`src/rtl/fetch_stage.sv`:
```
// Instruction fetch stage: PC register, single-outstanding imem request
// tracking, stall hold buffer and the IF/ID pipeline register.
module fetch_stage #(
   parameter logic [31:0] RESET_PC = 32'h0000_0000
) (
   input  logic        clk,
   input  logic        rst,
   input  logic        stallD,
   input  logic        pcsrcD,
   input  logic        jumpD,
   input  logic [31:0] pcbranchD,
   input  logic [31:0] pcjumpD,
   output logic        inst_req,
   output logic [31:0] inst_addr,
   input  logic        inst_ready,
   input  logic [31:0] inst_rdata,
   output logic [31:0] instrD,
   output logic [31:0] pcD,
   output logic [31:0] pcplus4D,
   output logic        validD,
   output logic        fetch_busy
);

   typedef enum logic [1:0] {
      RUN  = 2'd0,
      HOLD = 2'd1,
      DROP = 2'd2
   } state_t;

   state_t      state_q, state_d;
   logic [31:0] pc_q, pc_d;
   logic [31:0] hold_q, hold_d;
   logic [31:0] instr_q, instr_d;
   logic [31:0] pcd_q, pcd_d;
   logic [31:0] pcp4_q, pcp4_d;
   logic        valid_q, valid_d;

   logic        avail;
   logic        redirect;
   logic [31:0] word;
   logic [31:0] target;
   logic [31:0] pc_plus4;

   assign avail    = ((state_q == RUN) && inst_ready) || (state_q == HOLD);
   assign redirect = (pcsrcD || jumpD) && !stallD;
   assign target   = jumpD ? pcjumpD : pcbranchD;
   assign word     = (state_q == HOLD) ? hold_q : inst_rdata;
   assign pc_plus4 = pc_q + 32'd4;

   assign inst_req   = (state_q == RUN) && !rst;
   assign inst_addr  = pc_q;
   assign fetch_busy = !avail;
   assign instrD     = instr_q;
   assign pcD        = pcd_q;
   assign pcplus4D   = pcp4_q;
   assign validD     = valid_q;

   always_comb begin
      state_d = state_q;
      pc_d    = pc_q;
      hold_d  = hold_q;
      instr_d = instr_q;
      pcd_d   = pcd_q;
      pcp4_d  = pcp4_q;
      valid_d = valid_q;
      if (redirect) begin
         pc_d    = target;
         instr_d = 32'd0;
         pcd_d   = 32'd0;
         pcp4_d  = 32'd0;
         valid_d = 1'b0;
         // An unanswered request (RUN or DROP) must still be swallowed
         state_d = (state_q != HOLD && !inst_ready) ? DROP : RUN;
      end else if (state_q == DROP) begin
         if (!stallD) begin
            instr_d = 32'd0;
            pcd_d   = 32'd0;
            pcp4_d  = 32'd0;
            valid_d = 1'b0;
         end
         if (inst_ready) state_d = RUN;
      end else if (stallD) begin
         if (state_q == RUN && inst_ready) begin
            hold_d  = inst_rdata;
            state_d = HOLD;
         end
      end else if (avail) begin
         instr_d = word;
         pcd_d   = pc_q;
         pcp4_d  = pc_plus4;
         valid_d = 1'b1;
         pc_d    = pc_plus4;
         state_d = RUN;
      end else begin
         instr_d = 32'd0;
         pcd_d   = 32'd0;
         pcp4_d  = 32'd0;
         valid_d = 1'b0;
      end
   end

   always_ff @(posedge clk) begin
      if (rst) begin
         state_q <= RUN;
         pc_q    <= RESET_PC;
         hold_q  <= 32'd0;
         instr_q <= 32'd0;
         pcd_q   <= 32'd0;
         pcp4_q  <= 32'd0;
         valid_q <= 1'b0;
      end else begin
         state_q <= state_d;
         pc_q    <= pc_d;
         hold_q  <= hold_d;
         instr_q <= instr_d;
         pcd_q   <= pcd_d;
         pcp4_q  <= pcp4_d;
         valid_q <= valid_d;
      end
   end

endmodule

```
`config.mk`:
```
export PLATFORM = sky130hd
export DESIGN_NAME = fetch_stage
export DESIGN_NICKNAME = d
export VERILOG_FILES = /design/src/rtl/fetch_stage.sv
export SDC_FILE = /design/constraint.sdc
export NUM_CORES = 1
export LEC_CHECK = 0
export CAP_MARGIN = 10
export CORE_UTILIZATION = 41
export CTS_BUF_LIST = sky130_fd_sc_hd__clkbuf_4 sky130_fd_sc_hd__clkbuf_8 sky130_fd_sc_hd__clkbuf_16
export DETAILED_ROUTE_END_ITERATION = 12
export GPL_ROUTABILITY_DRIVEN = 0
export HOLD_SLACK_MARGIN = 0.02
export PLACE_DENSITY = 0.76
export SYNTH_ARGS = -nofsm -noshare
export SYNTH_HDL_FRONTEND = slang
export SYNTH_SLANG_ARGS = --single-unit
```
`constraint.sdc`:
```
create_clock -name clk -period 2.3 [get_ports clk]
set_clock_uncertainty 0.15 [all_clocks]
set_input_delay 0.46 -clock clk [delete_from_list [all_inputs] [get_ports clk]]
set_output_delay 0.46 -clock clk [all_outputs]
set_load 0.05 [all_outputs]
```
# == Yosys cells after proc, flatten, opt, wreduce, memory -nomap -nowiden ==
# Cells that the tools add are included.
# word_totals
inputBits,102
output_inout_bits,131
reg_bits,163
elab_cells,61
# classes
reduce_logical,17
mux,27
eq_ne,7
n_bitwise,2
addsub,1
# ops
op,count
$mux W32,16
$add A32 B3 Y32 const B,1
$mux W2,7
$reduce_and A3 Y1,2
$logic_and A1 B1 Y1,4
$logic_not A1 Y1,4
$mux W1,4
$ne A2 B1 Y1 const B,2
$ne A4 B1 Y1 const B,1
$reduce_and A4 Y1,1
$reduce_bool A4 Y1,1
$ne A3 B3 Y1 const B,1
$eq A2 B1 Y1 const B,1
$eq A2 B2 Y1 const B,1
$logic_not A2 Y1,1
$logic_or A1 B1 Y1,2
$ne A2 B2 Y1 const B,1
$not A1 Y1,2
$reduce_bool A2 Y1,1
$reduce_or A2 Y1,1

# == Longest topological paths before layout ==
# logic_depth
depth_word,7
ltp_mapped,8
mapped_depth_nobuf,6

# == Worst setup path before layout ==
# No wires, ideal clock.
# synth_path
path_type,register to register
start,"reg pc_q[2], in the netlist inst_addr[2]"
end,"reg pc_q[30], in the netlist inst_addr[30]"
slack_ns,-0.277
arrival_ns,2.299
path_buffers,0
required_time_ns,2.023
setup_time_ns,0.127
stages_incl_launch_ff,7
synth_period_minus_slack_ns,2.577
cell_sequence,dfxtp_1 -> ha_1 -> nand4_4 -> or4_4 -> o31a_1 -> o21ai_1 -> o21ai_1
# synth_between
elab_chain_cells,5
# synth_rtl
element,line,text
"start, declared",31,"logic [31:0] pc_q, pc_d;"
"start signal, assigned",113,pc_q <= pc_d;
$add A32 B3 Y32,48,assign pc_plus4 = pc_q + 32'd4;
$mux W32,87,end else if (avail) begin
$mux W32,82,end else if (stallD) begin
$mux W32,74,end else if (state_q == DROP) begin
$mux W32,66,if (redirect) begin
# No other way between the ends. The select of a mux whose other input is x is not followed.
# A chain may end at the register's enable or synchronous reset.

# == Worst setup path after layout ==
# layout_path
start,"reg pc_q[16], in the netlist inst_addr[16]"
end,out inst_addr[16]
# layout_rtl
element,line,text
"end, declared",14,"output logic [31:0] inst_addr,"
# No word-level cell between the ends.

==> metrics.cfg <==
[placed_design]
place_ws_ns = -0.151
hpwl_um = 14800
port_buffers = 232

[power_and_ir_drop]
power_w = 0.00702
power_density_nw_per_um2 = 684
p_leak_nw = 4.19
irDropWorstVdd_mv = 0.523

[critical_path]
worstSetupStartpointType = flop
cp_cell_sequence = clkdlybuf4s50_1
rrSetupSlack_ns = 0.07
cpMaxStageDelayCell = clkdlybuf4s50_1
cp_num_buf_inv = 1
worstPathRequired_ns = 1.69
path_delay_family = buffers and inverters
end_kind = output port
critPathMaxFanout = 6
worstRegToRegCells = 6
cp.depth = 1
cp_slowest_stage_delay_ns = 0.83
path_class = reg -> out
cp_data_arrival_time_ns = 1.65

[hold_path]
whs_path_depth = 2
hold_path_class = in -> reg

[floorplanning]
core_area_sq_um = 16000
die_x_um = 130
die_area_sq_um = 17000
die_height_um = 130
initial_core_util_pct = 42.2
rows = 46
num_io_pins = 233

[timing]
slew_headroom_pct = 61.7
worst_slew_pin_slew_ns = 0.572
fin_crit_ns = 2.26
drv_slew = 0
fmax_mhz = 443
tns_ns = 0
rsz0062_at_grt = no
fin_ws_ns = 0.0406
fin_crit_sh_pct = 98.2
setup_viol = 0
hold_viol = 0

[synthesis]
yosysWarnings = 0
yosysMostFrequentCell = dfxtp_1
synth.ff_latch_count = 161
synth.cell_area_sq_um = 6760
synth_top_cell_by_area = dfxtp_1
synthArstFlopShare_pct = 0
yosysSeqAreaShare_pct = 47.7
postSynthAreaPerCell_sq_um = 8.75
synth_commonest_cells = 161 x dfxtp_1, 160 x nand2_1, 73 x o21ai_0
synth_cell_types = 52
ys.flop_type = dfxtp_1
yosysTopAreaCellShare_pct = 47.7
synth_fp_nets = 875
netlist_instances = 772
synth.area.top_cells = dfxtp_1 48%, nand2_1 8.9%, mux2i_1 8.0%
synth_edf_count = 0

[global_routing]
grt_max_degree = 44
antenna_found_initial = 0
grt_pass1_vias = 6232
grt_pass1_wl_um = 31800
grt-ovfl-total = 0
grt.total_usage_pct = 24.3

[layout]
drive_gt1_share_pct = 14.0
antennaDiodeCount = 0
nets = 1130
syn_to_final_growth_pct = 52.0

[detailed_routing]
viasPerCell = 5.25
drc_errors = 0
first_pass_iters = 5
drt-total-wl_um = 20500
num_vias = 6586
ant_nets = 0
wl_per_cell_um = 16.4
drt-initial-drc-count = 423

[run_status]
outcome = finished clean

[clock_tree]
hold_buffers = 0
cts.path.max_buffers = 2
clk_transition_reported_paths_ns = 0.06
clk_latency_ns = 0.42
cts_setup_buffers = 0
cts_tree = built
h-tree-depth = 4
clock-sinks = 161
cts_inserted_buffers = 17
root_buffer = clkbuf_16
post_cts_resized = 14

[job]
drv_cap = 0

==> metrics by stage <==
stage	util [%]	cells	area, sq um	hold WS, ns
3_3_place_gp	60.4	1224	9660	0.277
6_report	64.2	1255	10300	0.226
2_1_floorplan	-	772	6780	0.286
4_1_cts	64.2	1255	10300	0.208
5_1_grt	64.2	1255	10300	0.249
3_5_place_dp	60.4	1224	9660	0.288
==> logic make-up (layout without fill, tap and decap cells) <==
family	after synthesis	in the layout	share of synthesized area, %
buffers and inverters	64	331	4.09
AO/OA/AOI/OAI	204	204	18.6
adder cells (fa/ha/maj)	1	1	0.185
multiplexers	54	54	8.00
XOR/XNOR	27	27	3.50
AND/OR/NAND/NOR	261	261	17.9
flip-flops	161	161	47.7
==> state kept, by name (all words and copies together) (netlist names) <==
name       cells
instrD        32
hold_q        32
pcplus4D      30
state_q        2
validD         1
inst_addr     32
pcD           32
==> power by group <==
group          internal (W)  total (W)  switching (W)
Sequential          0.00288    0.00298      0.0000962
Combinational      0.000467    0.00107       0.000599
Clock               0.00187    0.00298        0.00110
==> final cells by class <==
cell class                 count  area, sq um
fill                        1393         5730
multi-input combinational    547         3280
sequential                   161         3240
timing repair buffer         296         2840
clock buffer                  21          462
tap                          216          270
clock inverter                10          160
inverter                       4         15.0
==> worst reg2reg max path, stage by stage, from the launching register on <==
cell	delay [ns]
dfxtp_1	0.47
nand4_1	0.27
nor4_1	0.43
buf_4	0.20
nand3_1	0.09
xnor2_1	0.17
a221o_1	0.35
==> worst paths after layout <==
kind                                                  from                         end
worst max-delay path            inst_addr[16]$_SDFFE_PP0P_               inst_addr[16]
worst max register to register   inst_addr[8]$_SDFFE_PP0P_  inst_addr[23]$_SDFFE_PP0P_
worst min-delay path                                   rst   inst_addr[8]$_SDFFE_PP0P_
worst min register to register   pcplus4D[30]$_SDFFE_PP0N_   pcplus4D[30]$_SDFFE_PP0N_
==> layer usage <==
| layer | wire [um] | GRT usage, % |
|---|---|---|
| met3 | 1390 | 5.09 |
| met5 | 0 | 0 |
| met4 | 429 | 9.40 |
| met2 | 9810 | 41.2 |
| met1 | 8890 | 30.3 |
==> placed cells by master, fill, tap and decap left out, drive strengths merged, types with 11 or more instances in the layout <==
master,instances
dlygate4sd2,14
buf,81
xnor2,12
o21ai,79
a22oi,13
nor3,11
clkdlybuf4s50,199
nor2,37
dfxtp,161
clkbuf,21
nand2,160
a21oi,49
nand3,13
mux2i,54
xor2,15
a22o,30
nand4,11
(Power assumes the default switching activity.)
